<file path="src/rtl/cart_loader.sv">
// cart_loader: parses a 16-byte iNES header into cfg_out and writes the PRG/CHR sections into the cartridge ROM write ports (header magic check built only when CART_LOADER_MAGIC_CHECK_EN is defined).
// Latency: byte accepted at t -> one-cycle write strobe at t+1; header byte 15 accepted at t -> cfg_out/cfg_upd_out at t+1.
// Backpressure: rom_ready_out depends on state only (high in HDR/TRAIN/PRG/CHR); sustains one byte per cycle with back-to-back strobes.
module cart_loader (
   input  logic        clk_in,
   input  logic        rst_in,
   input  logic        start_in,
   input  logic [7:0]  rom_d_in,
   input  logic        rom_valid_in,
   output logic        rom_ready_out,
   output logic [39:0] cfg_out,
   output logic        cfg_upd_out,
   output logic        prg_nce_out,
   output logic [14:0] prg_a_out,
   output logic        prg_r_nw_out,
   output logic [7:0]  prg_d_out,
   output logic [13:0] chr_a_out,
   output logic        chr_r_nw_out,
   output logic [7:0]  chr_d_out,
   output logic        busy_out,
   output logic        done_out,
   output logic        err_out
);

   localparam logic [2:0] S_IDLE  = 3'd0;
   localparam logic [2:0] S_HDR   = 3'd1;
   localparam logic [2:0] S_TRAIN = 3'd2;
   localparam logic [2:0] S_PRG   = 3'd3;
   localparam logic [2:0] S_CHR   = 3'd4;
   localparam logic [2:0] S_DONE  = 3'd5;
   localparam logic [2:0] S_ERR   = 3'd6;

   logic [2:0]  r_state;
   logic [14:0] r_cnt;
   logic [39:0] r_shadow;
   logic [39:0] r_cfg;
   logic        r_cfg_upd;
   logic        r_prg_stb;
   logic [14:0] r_prg_a;
   logic [7:0]  r_prg_d;
   logic        r_chr_stb;
   logic [12:0] r_chr_a;
   logic [7:0]  r_chr_d;

   logic        w_busy;
   logic        w_start;
   logic        w_acc;
   logic        w_last;
   logic        w_magic_bad;
   logic        w_hdr_ok;

   assign w_busy  = (r_state == S_HDR) || (r_state == S_TRAIN) ||
                    (r_state == S_PRG) || (r_state == S_CHR);
   assign w_start = start_in && ((r_state == S_IDLE) || (r_state == S_DONE) ||
                                 (r_state == S_ERR));
   assign w_acc   = rom_valid_in && w_busy;

`ifdef CART_LOADER_MAGIC_CHECK_EN
   logic       r_magic_bad;
   logic [7:0] w_magic_exp;

   // Expected "NES\x1A" signature byte for the current header position
   always_comb begin
      w_magic_exp = 8'h00;
      case (r_cnt[1:0])
         2'd0:    w_magic_exp = 8'h4E;
         2'd1:    w_magic_exp = 8'h45;
         2'd2:    w_magic_exp = 8'h53;
         default: w_magic_exp = 8'h1A;
      endcase
   end

   // Sticky signature mismatch flag, judged together with the rest of the header at byte 15
   always_ff @(posedge clk_in) begin
      if (rst_in || w_start) begin
         r_magic_bad <= 1'b0;
      end else if (w_acc && (r_state == S_HDR) && (r_cnt < 15'd4) &&
                   (rom_d_in != w_magic_exp)) begin
         r_magic_bad <= 1'b1;
      end
   end

   assign w_magic_bad = r_magic_bad;
`else
   assign w_magic_bad = 1'b0;
`endif

   // Header acceptance: PRG bank count must be 1 or 2, CHR bank count 0 or 1
   assign w_hdr_ok = ((r_shadow[7:0] == 8'd1) || (r_shadow[7:0] == 8'd2)) &&
                     (r_shadow[15:8] <= 8'd1) && !w_magic_bad;

   // Last byte of the current section; PRG length follows the accepted bank count
   always_comb begin
      w_last = 1'b0;
      case (r_state)
         S_HDR:   w_last = (r_cnt == 15'd15);
         S_TRAIN: w_last = (r_cnt == 15'd511);
         S_PRG:   w_last = (r_cnt == (r_cfg[1] ? 15'h7FFF : 15'h3FFF));
         S_CHR:   w_last = (r_cnt == 15'h1FFF);
         default: w_last = 1'b0;
      endcase
   end

   // Section byte counter, restarted on every section entry
   always_ff @(posedge clk_in) begin
      if (rst_in || w_start) begin
         r_cnt <= 15'd0;
      end else if (w_acc) begin
         r_cnt <= w_last ? 15'd0 : r_cnt + 15'd1;
      end
   end

   // Load sequencing; section changes happen on acceptance of the section's last byte
   always_ff @(posedge clk_in) begin
      if (rst_in) begin
         r_state <= S_IDLE;
      end else if (w_start) begin
         r_state <= S_HDR;
      end else if (w_acc && w_last) begin
         case (r_state)
            S_HDR:   r_state <= !w_hdr_ok    ? S_ERR :
                                (r_shadow[18] ? S_TRAIN : S_PRG);
            S_TRAIN: r_state <= S_PRG;
            S_PRG:   r_state <= r_cfg[8] ? S_CHR : S_DONE;
            S_CHR:   r_state <= S_DONE;
            default: r_state <= r_state;
         endcase
      end
   end

   // Header bytes 4..8 go to the shadow; the live config only changes on a good header
   always_ff @(posedge clk_in) begin
      if (rst_in) begin
         r_shadow  <= 40'h0;
         r_cfg     <= 40'h0;
         r_cfg_upd <= 1'b0;
      end else begin
         r_cfg_upd <= 1'b0;
         if (w_acc && (r_state == S_HDR)) begin
            case (r_cnt)
               15'd4:   r_shadow[7:0]   <= rom_d_in;
               15'd5:   r_shadow[15:8]  <= rom_d_in;
               15'd6:   r_shadow[23:16] <= rom_d_in;
               15'd7:   r_shadow[31:24] <= rom_d_in;
               15'd8:   r_shadow[39:32] <= rom_d_in;
               default: r_shadow        <= r_shadow;
            endcase
            if (w_last && w_hdr_ok) begin
               r_cfg     <= r_shadow;
               r_cfg_upd <= 1'b1;
            end
         end
      end
   end

   // Register address/data of each PRG/CHR byte and raise a one-cycle write strobe
   always_ff @(posedge clk_in) begin
      if (rst_in) begin
         r_prg_stb <= 1'b0;
         r_prg_a   <= 15'd0;
         r_prg_d   <= 8'd0;
         r_chr_stb <= 1'b0;
         r_chr_a   <= 13'd0;
         r_chr_d   <= 8'd0;
      end else begin
         r_prg_stb <= 1'b0;
         r_chr_stb <= 1'b0;
         if (w_acc && (r_state == S_PRG)) begin
            r_prg_stb <= 1'b1;
            r_prg_a   <= r_cnt;
            r_prg_d   <= rom_d_in;
         end
         if (w_acc && (r_state == S_CHR)) begin
            r_chr_stb <= 1'b1;
            r_chr_a   <= r_cnt[12:0];
            r_chr_d   <= rom_d_in;
         end
      end
   end

   assign rom_ready_out = w_busy;
   assign busy_out      = w_busy;
   assign done_out      = (r_state == S_DONE);
   assign err_out       = (r_state == S_ERR);
   assign cfg_out       = r_cfg;
   assign cfg_upd_out   = r_cfg_upd;
   assign prg_nce_out   = ~r_prg_stb;
   assign prg_r_nw_out  = ~r_prg_stb;
   assign prg_a_out     = r_prg_a;
   assign prg_d_out     = r_prg_d;
   assign chr_r_nw_out  = ~r_chr_stb;
   assign chr_a_out     = {1'b0, r_chr_a};
   assign chr_d_out     = r_chr_d;

endmodule

</file>
<file path="config.mk">
export PLATFORM = sky130hd
export DESIGN_NAME = cart_loader
export DESIGN_NICKNAME = d
export VERILOG_FILES = /design/src/rtl/cart_loader.sv
export SDC_FILE = /design/constraint.sdc
export NUM_CORES = 1
export LEC_CHECK = 0
export ABC_AREA = 0
export CAP_MARGIN = 0
export CORE_MARGIN = 1
export CORE_UTILIZATION = 47
export DETAILED_ROUTE_END_ITERATION = 8
export PLACE_DENSITY = 0.76
export SYNTH_ARGS = -nofsm -noshare
export SYNTH_HDL_FRONTEND = slang
export SYNTH_SLANG_ARGS = --single-unit
</file>
<file path="constraint.sdc">
create_clock -name clk_in -period 2.5 [get_ports clk_in]
set_clock_uncertainty 0.2 [all_clocks]
set_input_delay 0.375 -clock clk_in [delete_from_list [all_inputs] [get_ports clk_in]]
set_output_delay 0.375 -clock clk_in [all_outputs]
set_load 0.01 [all_outputs]
</file>
==> run_results.csv, run 1 <==
group,metric,value,unit
floorplanning,io_pins,105,
finish,postLayoutCoreUtil,0.673,
clock_tree,clk_latency,0.41,ns
critical_path,cp-end-kind,"flip-flop",
routing,drc,0,
timing,finalSetupViolations,3,
yosys,synth-xor-area-share,0.0269,
critical_path,critPathMaxFanout,5,
critical_path,path_cells,"or4_4 -> or4_4 -> nor4b_4 -> buf_6 -> buf_12 -> buf_8 -> nand3_1 -> a21oi_2",
yosys,yosysMostFrequentCell,"dfxtp_1",
critical_path,required,2.63,ns
floorplanning,rows,39,
critical_path,cp.arrival,2.65,ns
routing,wl_per_cell,16.1,µm
finish,nFillCells,899,
placement,placed_area,6730,µm²
placement,placed_cells,860,
placement,place_hpwl,8970,µm
routing,drtAntennaViolNets,0,
critical_path,max_stage_delay,0.52,ns
yosys,synth_fp_nets,653,
timing,finalSetupTns,-0.0246,ns
timing,worst_slew_pin_slew,0.611,ns
yosys,yosys_warnings,0,
grt,grt_overflow,0,
yosys,netlist-cell-type-count,40,
placement,place_ws,-0.0742,ns
hold_path,worstHoldPathCells,2,
finish,post-route-cell-area,7720,µm²
yosys,synth_area,5540,µm²
floorplanning,dieArea,12200,µm²
critical_path,critPathKind,"reg2reg",
yosys,ys_ff_latch,145,
pwr,power_density,660,nW/µm²
timing,fin_hold_ws,0.251,ns
clock_tree,cts_sinks,145,
pwr,p_leak,2.86,nW
yosys,synth_ff_type,"dfxtp_1",
clock_tree,htree_levels,4,
clock_tree,cts-root-buf,"clkbuf_16",
clock_tree,cts_buffers,17,
routing,first_iter_violations,269,
grt,grt_pass1_vias,4547,
placement,port_buffers,103,
yosys,synth_common_cells,"145 x dfxtp_1, 134 x nand2_1, 78 x a21oi_1",
clock_tree,cts_tree,"done",
outcome,outcome,"finished with violations",
clock_tree,clockBufferDepth,2,
floorplanning,core_area,11500,µm²
yosys,synthArstFlopShare,0,
timing,worst_slack,-0.0120,ns
grt,grt_pass1_wl,22700,µm
yosys,synth_top_family_by_area,"simple AND/OR/NAND/NOR gates",
timing,final_hold_viol_count,0,
grt,track_usage,0.232,
job,cap_violations,0,
timing,rsz0062_at_grt,"true",
finish,num_antenna_cells,0,
finish,area_delta_synth_final,39.5,%
placement,place_congestion,0.817,
yosys,yosysSeqAreaShare,0.524,
finish,drive_gt1_frac,0.161,
pwr,ir_drop,0.456,mV
yosys,synth_edf_count,0,
routing,routed-via-count,4842,
yosys,synthSimpleGateAreaFrac,0.242,
critical_path,cp-start-kind,"flip-flop",
routing,routed_wl,14600,µm
clock_tree,clk_pin_slew_worst_paths,0.06,ns
routing,drt_first_pass_iters,4,
yosys,synthMuxAreaShare,0.0687,
critical_path,reg2reg_depth,8,
outcome,violations,"negative setup slack",
grt,antenna_found_initial,0,
yosys,synth_compound_area_frac,0.0816,
floorplanning,die_y,111,µm
timing,max_freq,398,MHz
critical_path,cpMaxStageDelayCell,"or4_4",
finish,final_nets,763,
timing,slew_violations,0,
critical_path,crit_top_cell,"or4_4",
routing,vias_per_cell,5.36,
timing,relSlewSlack,0.593,
yosys,synth_area_leaders,"dfxtp_1 52%, nand2_1 9.1%, a21oi_1 7.1%, mux2i_1 6.9%, nor2_1 4.0%",
hold_path,hold_path.class,"in2reg",
yosys,syn_inst,637,
yosys,synth_fa_ha_area_frac,0.00904,
timing,period_needed,2.51,ns
grt,grt_max_degree,55,
timing,fin_crit_sh,1.00,
floorplanning,start_util,0.483,
yosys,yosysTopAreaCellShare,0.524,
yosys,synth_top_area_cell,"dfxtp_1",
finish,final_cell_count_no_fill,903,
pwr,power,5.09,mW
yosys,avgSynthCellArea,8.69,µm²
clock_tree,cts_hold_buf,0,
floorplanning,die_w,111,µm
==> worst paths after layout <==
| kind | from | to | slack [ns] |
|---|---|---|---|
| setup / recovery | r_cnt[4]$_SDFFE_PP0N_ | r_shadow[5]$_SDFFE_PP0P_ | -0.01 |
| hold / removal | rst_in | cfg_out[20]$_SDFFE_PP0P_ | 0.25 |
| setup reg to reg | r_cnt[4]$_SDFFE_PP0N_ | r_shadow[5]$_SDFFE_PP0P_ | -0.01 |
| hold reg to reg | cfg_out[12]$_SDFFE_PP0P_ | cfg_out[12]$_SDFFE_PP0P_ | 0.25 |
==> where the power goes <==
| part | switching (mW) | internal, mW | leakage [nW] | total [mW] |
|---|---|---|---|---|
| clock network | 0.975 | 1.65 | 0.283 | 2.63 |
| logic | 0.101 | 0.0466 | 1.41 | 0.148 |
| registers | 0.00707 | 2.31 | 1.17 | 2.32 |
==> worst max-delay path: cells and delay by family (launching register included) <==
family / cells / cell delay [ns]
compound gates: 1 / 0.19
buf+inv: 3 / 0.40
flops: 1 / 0.31
simple gates: 4 / 1.35
==> flip-flops by register name, summed over array words and instances, names as in the netlist <==
| register | flops |
|---|---|
| r_chr_stb | 1 |
| cfg_out | 40 |
| prg_d_out | 8 |
| r_prg_stb | 1 |
| r_shadow | 40 |
| prg_a_out | 15 |
| r_cnt | 15 |
| r_chr_a | 13 |
| r_state | 3 |
| cfg_upd_out | 1 |
| chr_d_out | 8 |
==> area by class of cell <==
cell class,count,area (µm²),area share
Timing Repair Buffer,139,1420,0.184
Sequential cell,145,2910,0.376
Multi-Input combinational cell,436,2560,0.332
Clock inverter,12,156,0.0203
Clock buffer,20,467,0.0604
Inverter,8,30.0,0.00389
Tap cell,143,179,0.0232
==> cell usage in the layout, fill, tap and decap left out, types with 10 or more instances in the layout <==
master / count
mux2i_1: 38
and2_1: 16
xor2_1: 10
nor2_1: 58
nand3_1: 34
dfxtp_1: 143
clkbuf_16: 18
a21oi_2: 11
nand2_1: 117
buf_4: 24
nand2_2: 14
a21oi_1: 67
clkdlybuf4s50_1: 100
==> layer usage <==
metal  wire, µm  track usage
met4        193       0.0933
met1       6270        0.293
met3        786       0.0521
met2       7300        0.383
met5          0            0
==> cells by family (layout without fill, tap and decap cells) <==
| group | after synthesis | count (layout) |
|---|---|---|
| buf+inv | 56 | 179 |
| other cells | 1 | 1 |
| compound gates | 86 | 86 |
| xor+xnor | 17 | 17 |
| flops | 145 | 145 |
| simple gates | 290 | 290 |
| fa+ha+maj | 4 | 4 |
| mux | 38 | 38 |
==> what timing repair did <==
| action | in CTS | in global routing |
|---|---|---|
| endpoints found under the setup margin | 58 | 84 |
| buffers inserted | 7 | 0 |
| resized for setup | 18 | 48 |
| pin swaps | 8 | 20 |
| gates cloned | 3 | 1 |
Note: power is estimated with default switching activity, not from simulation.
==> run 2: changes to the inputs <==
- CORE_UTILIZATION: 47 -> 48
- CTS_BUF_LIST: default -> sky130_fd_sc_hd__clkbuf_8
- PLACE_DENSITY: 0.76 -> 0.77
==> run_results.csv, run 2 (synthesis gave the netlist of run 1 again) <==
group,metric,value,unit
routing,first_iter_violations,403,
critical_path,r2r_start,"r_cnt[4]$_SDFFE_PP0N_",
critical_path,critPathTopFamily,"simple AND/OR/NAND/NOR gates",
critical_path,cpMaxStageDelayCell,"or4_4",
critical_path,max_stage_delay,0.52,ns
grt,grt_pass1_vias,4314,
job,cap_violations,0,
clock_tree,clk_latency,0.43,ns
finish,final_cell_count_no_fill,898,
clock_tree,cts_hold_buf,0,
timing,relSlewSlack,0.599,
placement,placed_cells,855,
pwr,power_switching,976,µW
floorplanning,start_util,0.502,
clock_tree,cts_sinks,145,
timing,slew_violations,0,
clock_tree,htree_levels,4,
outcome,violations,"negative setup slack",
grt,track_usage,0.225,
pwr,p_leak,2.75,nW
pwr,switching_share,0.230,
grt,grt_overflow,0,
critical_path,cp-start-kind,"flip-flop",
finish,area_delta_synth_final,32.6,%
critical_path,cp-end-kind,"flip-flop",
timing,fin_hold_ws,0.0955,ns
critical_path,crit_top_cell,"or4_4",
floorplanning,rows,38,
pwr,power,4.24,mW
finish,post-route-cell-area,7340,µm²
placement,port_buffers,103,
critical_path,r2r-end,"r_shadow[11]$_SDFFE_PP0P_",
hold_path,worstHoldPathCells,2,
finish,nFillCells,899,
routing,vias_per_cell,5.28,
routing,drtAntennaViolNets,0,
pwr,power_density,577,nW/µm²
routing,routed_wl,13600,µm
floorplanning,dieArea,12000,µm²
routing,drt_first_pass_iters,5,
grt,grt_max_degree,53,
hold_path,min_from,"rst_in",
grt,grt_pass1_wl,20600,µm
pwr,ir_drop,0.351,mV
pwr,p_int,3.26,mW
placement,place_hpwl,9180,µm
floorplanning,die_w,109,µm
finish,drive_gt1_frac,0.121,
timing,period_needed,2.60,ns
timing,rsz0062_at_grt,"true",
placement,place_congestion,0.860,
routing,drc,0,
routing,routed-via-count,4740,
timing,final_hold_viol_count,0,
timing,finalSetupTns,-0.431,ns
timing,worst_slack,-0.104,ns
placement,place_ws,-0.0301,ns
clock_tree,clockBufferDepth,2,
floorplanning,core_area,11000,µm²
clock_tree,clk_pin_slew_worst_paths,0.08,ns
clock_tree,cts_tree,"done",
finish,num_antenna_cells,0,
critical_path,critPathMaxFanout,9,
pwr,clock_power_share,0.420,
critical_path,reg2reg_depth,8,
finish,final_nets,761,
grt,antenna_found_initial,0,
timing,max_freq,384,MHz
finish,final_common_cell,"dfxtp_1",
floorplanning,io_pins,105,
pwr,pwr-share-seq,0.547,
outcome,outcome,"finished with violations",
critical_path,rrSetupSlack,-0.10,ns
pwr,comb_power_share,0.033,
routing,wl_per_cell,15.1,µm
floorplanning,die_y,109,µm
critical_path,cp.buffers_inverters,3,
critical_path,cp.arrival,2.76,ns
placement,placed_area,6730,µm²
hold_path,hold_path_end,"r_state[0]$_SDFFE_PP0P_",
critical_path,required,2.66,ns
clock_tree,cts-root-buf,"clkbuf_8",
finish,layout_common_cells,"144 x dfxtp_1, 123 x nand2_1, 99 x clkdlybuf4s50_1, 75 x a21oi_1, 58 x nor2_1",
timing,worst_slew_pin_slew,0.596,ns
timing,finalSetupViolations,16,
clock_tree,cts_buffers,17,
critical_path,path_cells,"or4_4 -> or4_4 -> nor4b_4 -> buf_4 -> buf_6 -> clkbuf_16 -> nand3_1 -> a21oi_1",
timing,fin_crit_sh,1.04,
critical_path,critPathKind,"reg2reg",
hold_path,hold_path.class,"in2reg",
finish,postLayoutCoreUtil,0.665,
[run 2: what timing repair did]
action                                 in CTS  in global routing
endpoints found under the hold margin       0                  0
gates resized for setup                     9                 23
setup buffers                               0                  7
pin swaps                                   0                 10
setup endpoints to repair                  48                 87
cloned                                      0                  4
[run 2: layer usage]
layer  up-vias  track usage  wire length, µm  part of all wire
li1       2331            -                -                 -
met1      2227        0.288             5990              0.44
met2       160        0.371             6640              0.49
met3        22       0.0575              790             0.058
met4         0       0.0714              175             0.013
met5         -            0                0                 0
[run 2: worst max-delay path by stage]
stage / startpoint / endpoint / slack, ns / depth (start not counted)
finish: r_cnt[4]$_SDFFE_PP0N_ / r_shadow[11]$_SDFFE_PP0P_ / -0.10 / 8
global route: r_cnt[4]$_SDFFE_PP0N_ / r_shadow[11]$_SDFFE_PP0P_ / -0.18 / 8
CTS: r_state[2]$_SDFFE_PP0P_ / r_cnt[9]$_SDFFE_PP0N_ / 0.03 / 6
detailed placement: r_cnt[4]$_SDFFE_PP0N_ / r_shadow[28]$_SDFFE_PP0P_ / -0.03 / 7
global placement: r_shadow[4]$_SDFFE_PP0P_ / cfg_out[14]$_SDFFE_PP0P_ / 0.03 / 7
floorplan: r_cnt[4]$_SDFFE_PP0N_ / r_shadow[0]$_SDFFE_PP0P_ / -0.05 / 7
[run 2: power by group through the flow]
stage                     Sequential [mW]  Combinational (mW)  Clock [mW]
after floorplan                      2.37              0.0791           0
after global placement               2.37               0.131           0
after detailed placement             2.37               0.133           0
after CTS                            2.32               0.132        1.81
after global routing                 2.32               0.150        1.92
final                                2.32               0.140        1.78
[run 2: final cells by class]
class | instances | area [µm²] | share of cell area
multi-input cells | 436 | 2460 | 0.335
flip-flops and latches | 145 | 2900 | 0.396
clock inverters | 14 | 143 | 0.0194
repair buffers | 137 | 1380 | 0.188
well taps | 140 | 175 | 0.0239
clock buffers | 18 | 248 | 0.0338
inverters | 8 | 30.0 | 0.00409
